===== config.mk =====
export PLATFORM = sky130hd
export DESIGN_NAME = mpsoc_msi_wb_arbiter
export DESIGN_NICKNAME = d
export VERILOG_FILES = /design/src/rtl/mpsoc_msi_wb_arbiter.sv
export SDC_FILE = /design/constraint.sdc
export NUM_CORES = 1
export LEC_CHECK = 0
export BUFFER_PORTS_ARGS = -buffer_cell sky130_fd_sc_hd__buf_2
export CORE_AREA = 2 2 175 177
export CTS_BUF_LIST = sky130_fd_sc_hd__clkbuf_8
export CTS_CLUSTER_DIAMETER = 120
export CTS_CLUSTER_SIZE = 8
export DETAILED_ROUTE_END_ITERATION = 10
export DIE_AREA = 0 0 177 179
export MAX_ROUTING_LAYER = met4
export PLACE_DENSITY = 0.5
export REMOVE_ABC_BUFFERS = 1
export SLEW_MARGIN = 20
export SYNTH_ARGS = -nofsm -noshare
export SYNTH_HDL_FRONTEND = slang
export SYNTH_SLANG_ARGS = --single-unit

===== constraint.sdc =====
create_clock -name wb_clk_i -period 3.2 [get_ports wb_clk_i]
set_input_delay 0.32 -clock wb_clk_i [delete_from_list [all_inputs] [get_ports wb_clk_i]]
set_output_delay 0.32 -clock wb_clk_i [all_outputs]
set_load 0.01 [all_outputs]

===== src/rtl/mpsoc_msi_wb_arbiter.sv =====
// Round-robin Wishbone arbiter: NUM_MASTERS masters share one slave port.
// A grant is held for the whole cyc (bursts and stb gaps included). A response
// watchdog turns a hung slave into a one-cycle err to the granted master.
module mpsoc_msi_wb_arbiter #(
  parameter int NUM_MASTERS = 3,
  parameter int AW          = 32,
  parameter int DW          = 32,
  parameter int TIMEOUT     = 255
) (
  input  logic                        wb_clk_i,
  input  logic                        wb_rst_i,
  input  logic [NUM_MASTERS*AW-1:0]   wbm_adr_i,
  input  logic [NUM_MASTERS*DW-1:0]   wbm_dat_i,
  input  logic [NUM_MASTERS*DW/8-1:0] wbm_sel_i,
  input  logic [NUM_MASTERS-1:0]      wbm_we_i,
  input  logic [NUM_MASTERS-1:0]      wbm_cyc_i,
  input  logic [NUM_MASTERS-1:0]      wbm_stb_i,
  input  logic [NUM_MASTERS*3-1:0]    wbm_cti_i,
  input  logic [NUM_MASTERS*2-1:0]    wbm_bte_i,
  output logic [NUM_MASTERS*DW-1:0]   wbm_dat_o,
  output logic [NUM_MASTERS-1:0]      wbm_ack_o,
  output logic [NUM_MASTERS-1:0]      wbm_err_o,
  output logic [NUM_MASTERS-1:0]      wbm_rty_o,
  output logic [AW-1:0]               wbs_adr_o,
  output logic [DW-1:0]               wbs_dat_o,
  output logic [DW/8-1:0]             wbs_sel_o,
  output logic                        wbs_we_o,
  output logic                        wbs_cyc_o,
  output logic                        wbs_stb_o,
  output logic [2:0]                  wbs_cti_o,
  output logic [1:0]                  wbs_bte_o,
  input  logic [DW-1:0]               wbs_dat_i,
  input  logic                        wbs_ack_i,
  input  logic                        wbs_err_i,
  input  logic                        wbs_rty_i,
  output logic [NUM_MASTERS-1:0]      grant_o,
  output logic                        timeout_o
);

  localparam int LW = (NUM_MASTERS > 1) ? $clog2(NUM_MASTERS) : 1;
  localparam int SW = DW / 8;

  typedef enum logic {IDLE, BUSY} state_t;

  state_t                 state_q, state_d;
  logic [NUM_MASTERS-1:0] grant_q, grant_d;
  logic [LW-1:0]          last_q, last_d;   // also the granted index while BUSY
  logic [31:0]            wd_cnt_q, wd_cnt_d;

  logic          busy, g_cyc, g_stb, resp, wd_fire;
  logic          req_found;
  logic [LW-1:0] req_idx;

  assign busy  = (state_q == BUSY);
  assign g_cyc = busy & wbm_cyc_i[last_q];
  assign g_stb = busy & wbm_stb_i[last_q];
  assign resp  = wbs_ack_i | wbs_err_i | wbs_rty_i;

  // Watchdog fires on the TIMEOUT-th unanswered strobe cycle; a response wins.
  assign wd_fire   = (TIMEOUT != 0) && g_cyc && g_stb && !resp &&
                     (wd_cnt_q == 32'(TIMEOUT - 1));
  assign timeout_o = wd_fire;
  assign grant_o   = grant_q;

  // Rotating search: first requester strictly after last, wrapping around.
  always_comb begin
    int idx;
    idx       = 0;
    req_found = 1'b0;
    req_idx   = last_q;
    for (int i = 1; i <= NUM_MASTERS; i++) begin
      idx = (int'(last_q) + i) % NUM_MASTERS;
      if (!req_found && wbm_cyc_i[idx]) begin
        req_found = 1'b1;
        req_idx   = LW'(idx);
      end
    end
  end

  // Next-state: grant on any request from IDLE, release when owner drops cyc.
  always_comb begin
    state_d = state_q;
    grant_d = grant_q;
    last_d  = last_q;
    case (state_q)
      IDLE: begin
        if (req_found) begin
          state_d = BUSY;
          grant_d = NUM_MASTERS'(1) << req_idx;
          last_d  = req_idx;
        end
      end
      BUSY: begin
        if (!g_cyc) begin
          state_d = IDLE;
          grant_d = '0;
        end
      end
      default: begin
        state_d = IDLE;
        grant_d = '0;
      end
    endcase
  end

  // Watchdog counts unanswered strobe cycles; anything else clears it.
  always_comb begin
    wd_cnt_d = '0;
    if ((TIMEOUT != 0) && g_cyc && g_stb && !resp && !wd_fire)
      wd_cnt_d = wd_cnt_q + 32'd1;
  end

  // State, grant, rotation pointer and watchdog registers.
  always_ff @(posedge wb_clk_i) begin
    if (wb_rst_i) begin
      state_q  <= IDLE;
      grant_q  <= '0;
      last_q   <= LW'(NUM_MASTERS - 1);
      wd_cnt_q <= '0;
    end else begin
      state_q  <= state_d;
      grant_q  <= grant_d;
      last_q   <= last_d;
      wd_cnt_q <= wd_cnt_d;
    end
  end

  // Slave side: mux of the owner's request while BUSY, all zero while IDLE.
  always_comb begin
    wbs_adr_o = '0;
    wbs_dat_o = '0;
    wbs_sel_o = '0;
    wbs_we_o  = 1'b0;
    wbs_cyc_o = 1'b0;
    wbs_stb_o = 1'b0;
    wbs_cti_o = '0;
    wbs_bte_o = '0;
    if (busy) begin
      wbs_adr_o = wbm_adr_i[last_q*AW +: AW];
      wbs_dat_o = wbm_dat_i[last_q*DW +: DW];
      wbs_sel_o = wbm_sel_i[last_q*SW +: SW];
      wbs_we_o  = wbm_we_i[last_q];
      wbs_cyc_o = g_cyc;
      wbs_stb_o = g_stb & ~wd_fire;
      wbs_cti_o = wbm_cti_i[last_q*3 +: 3];
      wbs_bte_o = wbm_bte_i[last_q*2 +: 2];
    end
  end

  // Master side: read data broadcast, responses only to the owner.
  for (genvar m = 0; m < NUM_MASTERS; m++) begin : g_resp
    assign wbm_dat_o[m*DW +: DW] = wbs_dat_i;
    assign wbm_ack_o[m] = busy & grant_q[m] & wbs_ack_i;
    assign wbm_err_o[m] = busy & grant_q[m] & (wbs_err_i | wd_fire);
    assign wbm_rty_o[m] = busy & grant_q[m] & wbs_rty_i;
  end

endmodule


==> reports/summary.txt <==
Chip Width - 177 um
Cell leakage power - 3.12 nW
Setup crit start - last_q[0]$_SDFFE_PP0P_
Number of warnings issued by yosys - 0
Largest fanout on the critical path - 66
Data required time of the worst path - 3390 ps
Utilization after layout - 20.7%
Count of flip-flops with a built-in enable after synthesis - 0
Highest attainable clock frequency - 0.394 GHz
Top cell type by total area after synthesis - mux2i_1
Total number of clock tree sinks - 38
Vias post-DR - 5,402
Count of mapped cells out of synthesis - 678
Count of state elements after synthesis - 38
Count of buffers added by post-CTS timing repair for setup - 0
Class of the most critical setup path - flop to flop
Final slew viol count - 0
Number of placement rows - 64
Proportion of layout cells with a drive suffix above 1 - 39.5%
Starting DRT DRC Count - 194
Sequential-to-total area share from yosys stat - 15.9%
Final critical path time including I/O delays and setup - 2540 ps
Critical Path End Type - flop
Wire length of the first global-routing pass - 30,800 um
Final setup violation count - 0
Antenna viol nets, final - 0
Mean instance size in the synthesized netlist - 7.07 um^2
Clk buf depth - 2
Class of the worst hold path - input pin to flop
Top FF cell, synth - dfxtp_1
Pwr/cell area - 546 nW/um^2
Unique cell type count in the Yosys netlist - 49
Top cell type's share of synthesized area - 16.5%
Number of ports placed on the die boundary - 450
Antenna violations before repair - 2
FF-to-FF setup slack - 660 ps
Top library cells by usage in the layout, fill and taps aside - buf_2 (321), nand2_1 (91), mux2i_1 (79), o21ai_0 (78), and2_1 (78)
Number of hold buffers added after cts - 0
Slew of the pin with the lowest slew margin - 630 ps
Minimum hold slack - 327 ps
Capture point of the worst reg-to-reg path - grant_o[2]$_SDFFE_PP0P_
Post_cts resized - 0
Routability-driven placement congestion ratio - 0.799
Starting Density - 16.0%
Post-route clock skew - 6.29 ps
CTS buffer count - 5
Drt wl/cell - 18.2 um
Critical Path Sink - grant_o[2]$_SDFFE_PP0P_
Total count of hold-check failures in the final report - 0
DP Wirelength - 18,900 um
Fraction of registers with async set/reset - 0%
R2r worst-path depth - 8
Commonest non-fill, non-tap cell in the layout - buf_2
Vias/cell - 4.23
Reg-to-reg critical path startpoint - last_q[0]$_SDFFE_PP0P_
Tot GR Track Use - 13.4%
Post-Synthesis Cell Area - 4790 um^2
Overall Power - 0.00339 W
Worst path setup slack after routing - 665 ps
Max-Slew Margin vs Limit - 58.0%
Die Ht - 179 um
Pre-antenna DRT Iters - 6
Worst IR Drop VDD - 0.251 mV
Syn-to-layout area delta - 29.7%
Maximum number of pins on one net before global-route repair - 74
Clk slew on worst S/H paths - 70 ps
Worst-skew pair later-pin latency - 290 ps
Die area - 31,700 um^2
H-tree levels - 2
Clock Root Buffer - clkbuf_8
Sum of routed wire length over all layers - 23,200 um
Result of the run - complete, no violations
Vias in the first global route - 4,710
Unrepaired setup endpoints after global routing - no
Number of buffer cells added on primary ports - 321
Largest cells by area after synthesis - mux2i_1 (16%), dfxtp_1 (16%), buf_4 (15%)
Number of max-capacitance violations reported - 0
Worst path arrival time - 2730 ps
Core Box Area - 30,000 um^2
Residual DRC - 0
Portion of the clock cycle consumed by the worst path in the final layout - 79.2%
CTS tree - yes
Net count, final - 1,149
Setup slack at placement - 673 ps
Overall overflow remaining after global route - 0
Kind of start point of the critical path - flop
[worst max-delay path, stage by stage (launching register included)]
cell	delay, ps
dfxtp_2	350
buf_4	480
ha_1	360
mux2i_1	100
o21ai_1	290
nor2b_1	120
a21o_1	230
o21bai_1	220
o32ai_1	290
[layout make-up]
class | instances | area (um^2)
Inverter | 8 | 30.0
Antenna cell | 2 | 5.00
Timing Repair Buffer | 328 | 1680
Multi-Input combinational cell | 497 | 3120
Fill cell | 3417 | 23800
Clock buffer | 8 | 110
Tap cell | 396 | 495
Sequential cell | 38 | 767
[sequential cells by signal, summed over array words and instances (netlist names)]
signal	flops
busy	1
grant_o	3
last_q	2
wd_cnt_q	32
[kinds of logic (layout without fill, tap and decap cells)]
logic type | after synthesis | count (layout) | synth area share [%]
flops | 38 | 38 | 15.9
other cells | 0 | 2 | 0
simple gates | 282 | 282 | 29.6
mux | 80 | 80 | 16.7
fa+ha+maj | 6 | 6 | 1.57
xor+xnor | 30 | 30 | 5.48
compound gates | 99 | 99 | 11.6
buf+inv | 143 | 344 | 19.2
[metal layers]
metal / routed length, um / vias to the layer above / GRT usage, %
li1: - / 2580 / -
met1: 10400 / 2501 / 17.5
met2: 10300 / 306 / 19.7
met3: 2500 / 15 / 5.49
met4: 135 / 0 / 1.52
met5: 0 / - / -
[metrics by stage]
step,cells,TNS (ps),cell area [um^2]
floorplan,543,-354110,3910
global placement,1267,0,6100
detailed placement,1267,0,6100
CTS,1275,0,6210
global route,1277,0,6210
finish,1277,0,6210
[where the power goes]
part | leakage (nW) | internal [W] | switching, W
Clock | 0.0575 | 0.000218 | 0.000167
Combinational | 2.76 | 0.00102 | 0.00139
Sequential | 0.308 | 0.000512 | 0.0000879
[worst min-delay path by stage]
stage,slack (ps),start,end,depth (start not counted)
global route,320,wb_rst_i,busy$_SDFF_PP0_,2
global placement,490,wd_cnt_q[0]$_SDFF_PP0_,wd_cnt_q[0]$_SDFF_PP0_,1
CTS,320,wb_rst_i,busy$_SDFF_PP0_,2
floorplan,390,wb_rst_i,busy$_SDFF_PP0_,1
detailed placement,510,wd_cnt_q[0]$_SDFF_PP0_,wd_cnt_q[0]$_SDFF_PP0_,1
finish,330,wb_rst_i,busy$_SDFF_PP0_,2
[Yosys cell counts (all sizes together) (2+ instances only)]
cell type and count:
nor2b 4, nand2 91, dfxtp 38, xnor2 12
nor4 6, nand4 8, o21ai 79, a21oi 4
xor2 18, and2 78, o2bb2ai 2, nand2b 3
mux2i 79, inv 8, and3 11, nor3 7
clkbuf 25, nor4b 2, buf 110, nor2 51
o32ai 2, ha 6, nand3 15, and4 3
Power figures use the tool's default switching activity.
